**src/rtl/arith_ops_unit.sv**
```systemverilog
// arith_ops_unit: 4-bit arithmetic unit with a registered 8-bit result.
//   Opcodes owned here (shared 4-bit ALU opcode space):
//     0110 ADD  sign-extended two's-complement sum, v = signed overflow
//     0111 SUB  sign-extended two's-complement difference, v = signed overflow
//     1000 MUL  unsigned 4x4 -> 8-bit product, v = 0
//     1001 DIV  unsigned divide, Y = {remainder, quotient}, v = divide-by-zero
//   Any other opcode holds Y/v unchanged.
// Ports:
//   clk      rising-edge clock
//   rst_n    asynchronous active-low reset, clears Y and v
//   OP_code  operation select
//   A, B     operands (minuend/dividend, subtrahend/divisor)
//   Y        registered 8-bit result
//   v        registered overflow / error flag
module arith_ops_unit (
  input  logic       clk,
  input  logic       rst_n,
  input  logic [3:0] OP_code,
  input  logic [3:0] A,
  input  logic [3:0] B,
  output logic [7:0] Y,
  output logic       v
);

  localparam logic [3:0] OpAdd = 4'b0110;
  localparam logic [3:0] OpSub = 4'b0111;
  localparam logic [3:0] OpMul = 4'b1000;
  localparam logic [3:0] OpDiv = 4'b1001;

  logic [7:0] y_d, y_q;
  logic       v_d, v_q;

  // Add/subtract slice: subtraction is A + ~B + 1 through the same adder.
  logic       sub_sel;
  logic [3:0] b_eff;
  logic [3:0] as_sum;
  logic       as_ovf;

  always_comb begin
    sub_sel = (OP_code == OpSub);
    b_eff   = sub_sel ? ~B : B;
    as_sum  = A + b_eff + {3'b000, sub_sel};
    // Overflow when both adder inputs share a sign the result does not.
    as_ovf  = (A[3] == b_eff[3]) && (as_sum[3] != A[3]);
  end

  // Array multiplier: accumulate shifted partial products row by row.
  logic [7:0] mul_prod;

  always_comb begin
    mul_prod = 8'h00;
    for (int i = 0; i < 4; i++) begin
      if (B[i]) begin
        mul_prod = mul_prod + ({4'h0, A} << i);
      end
    end
  end

  // Restoring divider: shift in one dividend bit per row, subtract the
  // divisor when it fits. The remainder never exceeds 4 bits, but the
  // partial remainder needs a fifth bit before the compare.
  logic [3:0] div_quo;
  logic [4:0] div_rem;

  always_comb begin
    div_quo = 4'h0;
    div_rem = 5'h00;
    for (int i = 3; i >= 0; i--) begin
      div_rem = {div_rem[3:0], A[i]};
      if (div_rem >= {1'b0, B}) begin
        div_rem    = div_rem - {1'b0, B};
        div_quo[i] = 1'b1;
      end
    end
  end

  // Result select; unowned opcodes hold the previous capture.
  always_comb begin
    y_d = y_q;
    v_d = v_q;
    case (OP_code)
      OpAdd, OpSub: begin
        y_d = {{4{as_sum[3]}}, as_sum};
        v_d = as_ovf;
      end
      OpMul: begin
        y_d = mul_prod;
        v_d = 1'b0;
      end
      OpDiv: begin
        if (B == 4'h0) begin
          y_d = {A, 4'hF};
          v_d = 1'b1;
        end else begin
          y_d = {div_rem[3:0], div_quo};
          v_d = 1'b0;
        end
      end
      default: ;
    endcase
  end

  always_ff @(posedge clk or negedge rst_n) begin
    if (!rst_n) begin
      y_q <= 8'h00;
      v_q <= 1'b0;
    end else begin
      y_q <= y_d;
      v_q <= v_d;
    end
  end

  assign Y = y_q;
  assign v = v_q;

endmodule

```
**config.mk**
```make
export PLATFORM = sky130hd
export DESIGN_NAME = arith_ops_unit
export DESIGN_NICKNAME = d
export VERILOG_FILES = /design/src/rtl/arith_ops_unit.sv
export SDC_FILE = /design/constraint.sdc
export NUM_CORES = 1
export LEC_CHECK = 0
export CAP_MARGIN = 10
export CORE_MARGIN = 2
export CORE_UTILIZATION = 35
export CTS_CLUSTER_SIZE = 25
export DETAILED_ROUTE_END_ITERATION = 7
export PLACE_DENSITY = 0.62
export SLEW_MARGIN = 20
export SYNTH_ARGS = -nofsm -noshare
export SYNTH_HDL_FRONTEND = slang
export SYNTH_SLANG_ARGS = --single-unit
```
**constraint.sdc**
```tcl
create_clock -name clk -period 0.8 [get_ports clk]
set_input_delay 0.16 -clock clk [delete_from_list [all_inputs] [get_ports clk]]
set_output_delay 0.16 -clock clk [all_outputs]
set_load 0.01 [all_outputs]
```
# ---- After elaboration in Yosys (flattened, before gate mapping)
# Cells that the tools add are included.
dict set report totals {
  inputBits 14
  ff_bits 9
  out_inout_bits 9
}
dict set report op_classes {
  muxes 17
  addsub 9
  n_bitwise 1
  eq_ne 6
  n_reduce_logical 4
  order_cmp 4
}
# cell n
set op_table {}
lappend op_table {{$mux 8} 4}
lappend op_table {{$mux 4} 6}
lappend op_table {{$pmux 8 s3} 1}
lappend op_table {{$ge 5x4->1} 3}
lappend op_table {{$sub 4x4->4} 3}
lappend op_table {{$add 8x5->8} 1}
lappend op_table {{$add 8x6->8} 1}
lappend op_table {{$add 8x7->8} 1}
lappend op_table {{$eq 4x3->1 const B} 2}
lappend op_table {{$eq 4x4->1 const B} 2}
lappend op_table {{$mux 1} 5}
lappend op_table {{$add 4x1->4} 1}
lappend op_table {{$add 4x4->4} 1}
lappend op_table {{$ge 1x4->1} 1}
lappend op_table {{$logic_not 4->1} 1}
lappend op_table {{$not 4->4} 1}
lappend op_table {{$sub 1x4->4} 1}
lappend op_table {{$pmux 1 s3} 1}
lappend op_table {{$reduce_bool 3->1} 1}
lappend op_table {{$reduce_or 2->1} 1}
lappend op_table {{$eq 1x1->1} 1}
lappend op_table {{$logic_and 1x1->1} 1}
lappend op_table {{$ne 1x1->1} 1}

# ---- Longest topological paths before layout
dict set report depth {
  ltp_word 10
  mapped_depth 28
}

# ---- Least setup slack after synthesis
# No wires, ideal clock.
dict set report synth_path {
  kind {input-to-reg}
  startpoint {input port A[3]}
  endpoint {register y_q[0] (netlist: Y[0])}
  path_buffers 1
  slack_ns -4.360
  required_time_ns 0.643
  t_arrival_ns 5.003
  stages 26
  path_cell_list {clkbuf_1 inv_1 ha_1 nor2b_1 o21a_1 and2_1 ha_1 or3_1 o21ai_1 o22ai_1 nor2_1 a21oi_1 ha_1 o21ai_0 a21oi_1 a211oi_2 o21ai_4 a21oi_1 ha_1 a21o_1 a21o_1 a21oi_1 nor2b_1 mux2i_4 o221ai_1 o311ai_1}
}
dict set report synth_via {
  elab_chain_len 10
  elab_cells_between_ends 13
}
# element line_no
set synth_rtl {}
lappend synth_rtl {{from (decl)} 19} ;# input logic [3:0] A,
lappend synth_rtl {{$sub 1x4->4 or $ge 1x4->1 (tied branches)} {71, 70}}
lappend synth_rtl {{$mux 4 *} 70} ;# if (div_rem >= {1'b0, B}) begin
lappend synth_rtl {{$sub 4x4->4 or $ge 5x4->1 (tied branches)} {71, 70}}
lappend synth_rtl {{$mux 4 *} 70}
lappend synth_rtl {{$sub 4x4->4 or $ge 5x4->1 (tied branches)} {71, 70}}
lappend synth_rtl {{$mux 4 *} 70}
lappend synth_rtl {{$ge 5x4->1 *} 70}
lappend synth_rtl {{$mux 1 *} 70}
lappend synth_rtl {{$mux 8 *} 91} ;# if (B == 4'h0) begin
lappend synth_rtl {{$pmux 8 s3 *} 81} ;# case (OP_code)
lappend synth_rtl {{to (signal assigned)} 108} ;# y_q <= y_d;
lappend synth_rtl {{to (decl)} 30} ;# logic [7:0] y_d, y_q;
# Every way passes the cells marked *; elsewhere a longest branch is shown, timed or not.
# A chain may end at the register's enable or synchronous reset.

# ---- Worst setup path in the final report
dict set report layout_path {
  startpoint {input port A[3]}
  endpoint {register y_q[6] (netlist: Y[6])}
}
dict set report layout_via {
  elab_chain_len 10
  elab_cells_between_ends 23
}
# element line_no
set layout_rtl {}
lappend layout_rtl {{$sub 1x4->4 or $ge 1x4->1 (tied branches)} {71, 70}}
lappend layout_rtl {{$mux 4} 70}
lappend layout_rtl {{$sub 4x4->4 or $ge 5x4->1 (tied branches)} {71, 70}}
lappend layout_rtl {{$mux 4} 70}
lappend layout_rtl {{$ge 5x4->1 or $sub 4x4->4 (tied branches)} {70, 71}}
lappend layout_rtl {{$mux 4} 70}
lappend layout_rtl {{$sub 4x4->4 or $ge 5x4->1 (tied branches)} {71, 70}}
lappend layout_rtl {{$mux 4} 70}
lappend layout_rtl {{$mux 8} 91}
lappend layout_rtl {{$pmux 8 s3 *} 81}
# Marked as above.

==> out/qor.csv <==
stage;metric;value;unit
layout;fin_nets;417;
floorplan;row_count;27;
clocking;cts.sinks;9;
place;place_congestion;0.837;
critical_path;rr_startpoint;Y[5];
layout;final_cells;436;
critical_path;endpoint;Y[6];
pwr;swShare;39.5;%
place;placed_cell_area;3040;um^2
place;dp.cells;409;
floorplan;die_h;79.1;um
grt;grt_use_total;21.1;%
synthesis;synth_top_area_cell;ha_1;
grt;grt_pass1_wl;10.4;mm
detailed_routing;postRouteAntennaNets;0;
grt;grt_pass1_vias;2217;
grt;antenna_found_initial;0;
place;numPortBuffers;22;
synthesis;synth_warnings;0;
synthesis;synthArstFlopShare;100;%
detailed_routing;drt-total-wl;6.53;mm
synthesis;avgSynthCellArea;8.30;um^2
grt;grt_max_degree;11;
detailed_routing;wl_per_cell;15.0;um
synthesis;synth-main-ff-cell;dfrtp_1;
floorplan;ioPinCount;23;
layout;drive_gt1_share;53.0;%
flow_run;drv_cap;0;
synthesis;seq_area_frac_synth;11.4;%
sta;timing.fmax;226;MHz
pwr;power.density;1570;nW/um^2
synthesis;synth_area_leaders;ha_1 20%, dfrtp_1 11%, fa_1 7.1%, xnor2_1 4.9%, a21oi_1 4.8%;
sta;worstMarginPinSlew;0.549;ns
pwr;finalPower;5410;uW
critical_path;startpoint_type;input port;
detailed_routing;drtIter0Drc;77;
pwr;p_leak;0.00159;uW
sta;finalHoldViolCount;0;
critical_path;cp_data_required_time;0.92;ns
clocking;root_buffer;clkbuf_8;
synthesis;syn_area;1980;um^2
pwr;p_switching;2140;uW
detailed_routing;dr_total_vias;2211;
pwr;intPower;3270;uW
place;hpwl;4.75;mm
synthesis;ys_types;52;
critical_path;end_kind;flop;
clocking;clkTransAtPathRegs;0.05;ns
synthesis;ys_seq_elements;9;
critical_path;reg2reg_depth;3;
sta;min_period;4.42;ns
clocking;htreeDepth;1;
critical_path;rr_endpoint;Y[5];
clocking;clk_latency;0.23;ns
floorplan;core;5470;um^2
pwr;p_clk_share;10.2;%
pwr;ir_drop;0.891;mV
critical_path;critPathMaxFanout;6;
layout;n_antenna_cell;0;
detailed_routing;first_pass_iters;4;
floorplan;start_util;36.1;%
pwr;p_seq_share;12.1;%
sta;hold-worst-slack;0.240;ns
critical_path;reg2reg_slack;-0.26;ns
clocking;cts_tree;done;
sta;fin_crit_sh;553;%
floorplan;dieWidth;79.1;um
clocking;cts-buffers-inserted;3;
critical_path;cp_data_arrival_time;4.54;ns
status;outcome;complete, but fails checks;
critical_path;startpoint;A[3];
sta;fin_skew;0;ns
synthesis;synth_top_area_share;19.6;%
status;violations;setup timing;
synthesis;synth_edf_count;0;
floorplan;dieArea;6260;um^2
min_path;hold_path.class;in2async;
pwr;comb_power_share;77.8;%
layout;area_growth;74.3;%
sta;max_slew_margin;63.4;%
detailed_routing;routed_via_density;5.07;
sta;rsz0062_at_grt;true;
sta;drv_slew;0;
sta;setup_viol;18;
synthesis;syn_nets;290;
sta;layout_setup_ws;-3.62;ns
synthesis;synthCells;238;
detailed_routing;drc;0;
layout;fillCellCount;457;
grt;overflow;0;
critical_path;crit_type;in2reg;
clocking;cts_buffer_depth;2;
layout;fin_area;3440;um^2
[cell usage in the layout (no fill, tap or decap), drive strengths merged, types with 2 or more instances in the layout]
cell type / instances
buf: 120
ha: 31
nor2: 23
nand2: 19
a21oi: 19
inv: 17
o21ai: 17
xnor2: 11
dfrtp: 9
mux2: 8
a21o: 7
fa: 7
nor2b: 7
xor2: 6
mux2i: 5
dlygate4sd2: 4
a211oi: 4
clkbuf: 4
nor3: 3
nand2b: 3
o22ai: 3
nand3: 3
or3: 2
o21a: 2
and2: 2
o311ai: 2
o221ai: 2
a32o: 2
a22oi: 2
a31oi: 2
[routing by layer]
layer | routed length [um] | share of wire, % | GRT usage [%] | vias up
met5 | 0 | 0 | 0 | -
met4 | 51 | 0.78 | 3.62 | 0
met3 | 135 | 2.1 | 1.93 | 6
met2 | 3430 | 53 | 38.2 | 23
met1 | 2910 | 45 | 27.3 | 1065
li1 | - | - | - | 1117
[worst min-delay path by stage]
stage | to | from | depth (start not counted) | slack (ns)
2_1_floorplan | Y[0] | rst_n | 0 | -0.14
3_3_place_gp | Y[3] | Y[3] | 2 | 0.46
3_5_place_dp | Y[3] | Y[3] | 2 | 0.46
4_1_cts | Y[0] | rst_n | 2 | 0.24
5_1_grt | Y[0] | rst_n | 2 | 0.27
6_report | v | rst_n | 2 | 0.24
[cell families (layout without fill, tap and decap cells)]
family	after synthesis	count (layout)	synth area share (%)
AO/OA/AOI/OAI	70	70	25.4
flip-flops	9	9	11.4
AND/OR/NAND/NOR	68	68	16.8
XOR/XNOR	17	17	7.54
buffers and inverters	23	149	4.43
multiplexers	13	13	7.73
adder cells (fa/ha/maj)	38	38	26.7
[power by group through the flow]
| stage | logic (uW) | clock network [uW] | registers (uW) |
|---|---|---|---|
| detailed placement | 3540 | 0 | 669 |
| finish | 4210 | 549 | 655 |
| global route | 4590 | 585 | 670 |
| floorplan | 2010 | 0 | 726 |
| global placement | 3490 | 0 | 663 |
| CTS | 3780 | 555 | 659 |
[state kept, by name (all words and copies together), names as in the netlist]
| name | flops |
|---|---|
| v | 1 |
| Y | 8 |
[critical path, cell delays in order]
cell and delay, ns:
buf_8 0.10, inv_6 0.05, ha_4 0.14, inv_4 0.04, ha_4 0.17, nand2b_4 0.15, a31oi_4 0.17, ha_4 0.24
a2111oi_4 0.45, o22ai_4 0.16, nor2_2 0.12, a21oi_2 0.05, ha_1 0.30, o21ai_1 0.12, a21oi_1 0.06, a211oi_2 0.22
o21ai_4 0.14, buf_6 0.14, mux2_4 0.31, ha_4 0.27, a21o_1 0.16, a21oi_4 0.08, and2_4 0.15, mux2i_4 0.25
mux2i_1 0.24, o21ai_1 0.07
[area by class of cell]
| class | instances | area, um^2 | share of cell area [%] |
|---|---|---|---|
| inverters | 19 | 82.6 | 2.40 |
| well taps | 72 | 90.1 | 2.62 |
| clock buffers | 4 | 45.0 | 1.31 |
| repair buffers | 126 | 986 | 28.6 |
| flip-flops and latches | 9 | 225 | 6.54 |
| multi-input cells | 206 | 2010 | 58.5 |
[Yosys cell counts, types with 4 or more instances]
| library cell | instances |
|---|---|
| dfrtp_1 | 9 |
| nand2_1 | 19 |
| xor2_1 | 6 |
| nor2_1 | 22 |
| a21oi_1 | 19 |
| o21ai_1 | 4 |
| fa_1 | 7 |
| nor2b_1 | 7 |
| inv_1 | 18 |
| xnor2_1 | 11 |
| mux2i_1 | 4 |
| o21ai_0 | 11 |
| mux2_2 | 8 |
| a21o_1 | 7 |
| ha_1 | 31 |
[through the flow]
| stage | TNS, ns | util (%) | setup slack (ns) |
|---|---|---|---|
| after floorplan | -25.55 | - | -3.76 |
| final | -26.27 | 62.9 | -3.62 |
| after global placement | -32.55 | 55.6 | -4.17 |
| after global routing | -28.36 | 62.9 | -3.93 |
| after detailed placement | -33.16 | 55.6 | -4.26 |
| after CTS | -26.37 | 60.1 | -3.69 |
[timing repair]
item | CTS | global route
pin swaps | 40 | 22
resized for setup | 108 | 18
endpoints found under the setup margin | 18 | 18
hold endpoints to repair | 0 | 0
buffers inserted | 16 | 9
hold buffers | 0 | 0
(Power assumes the default switching activity.)
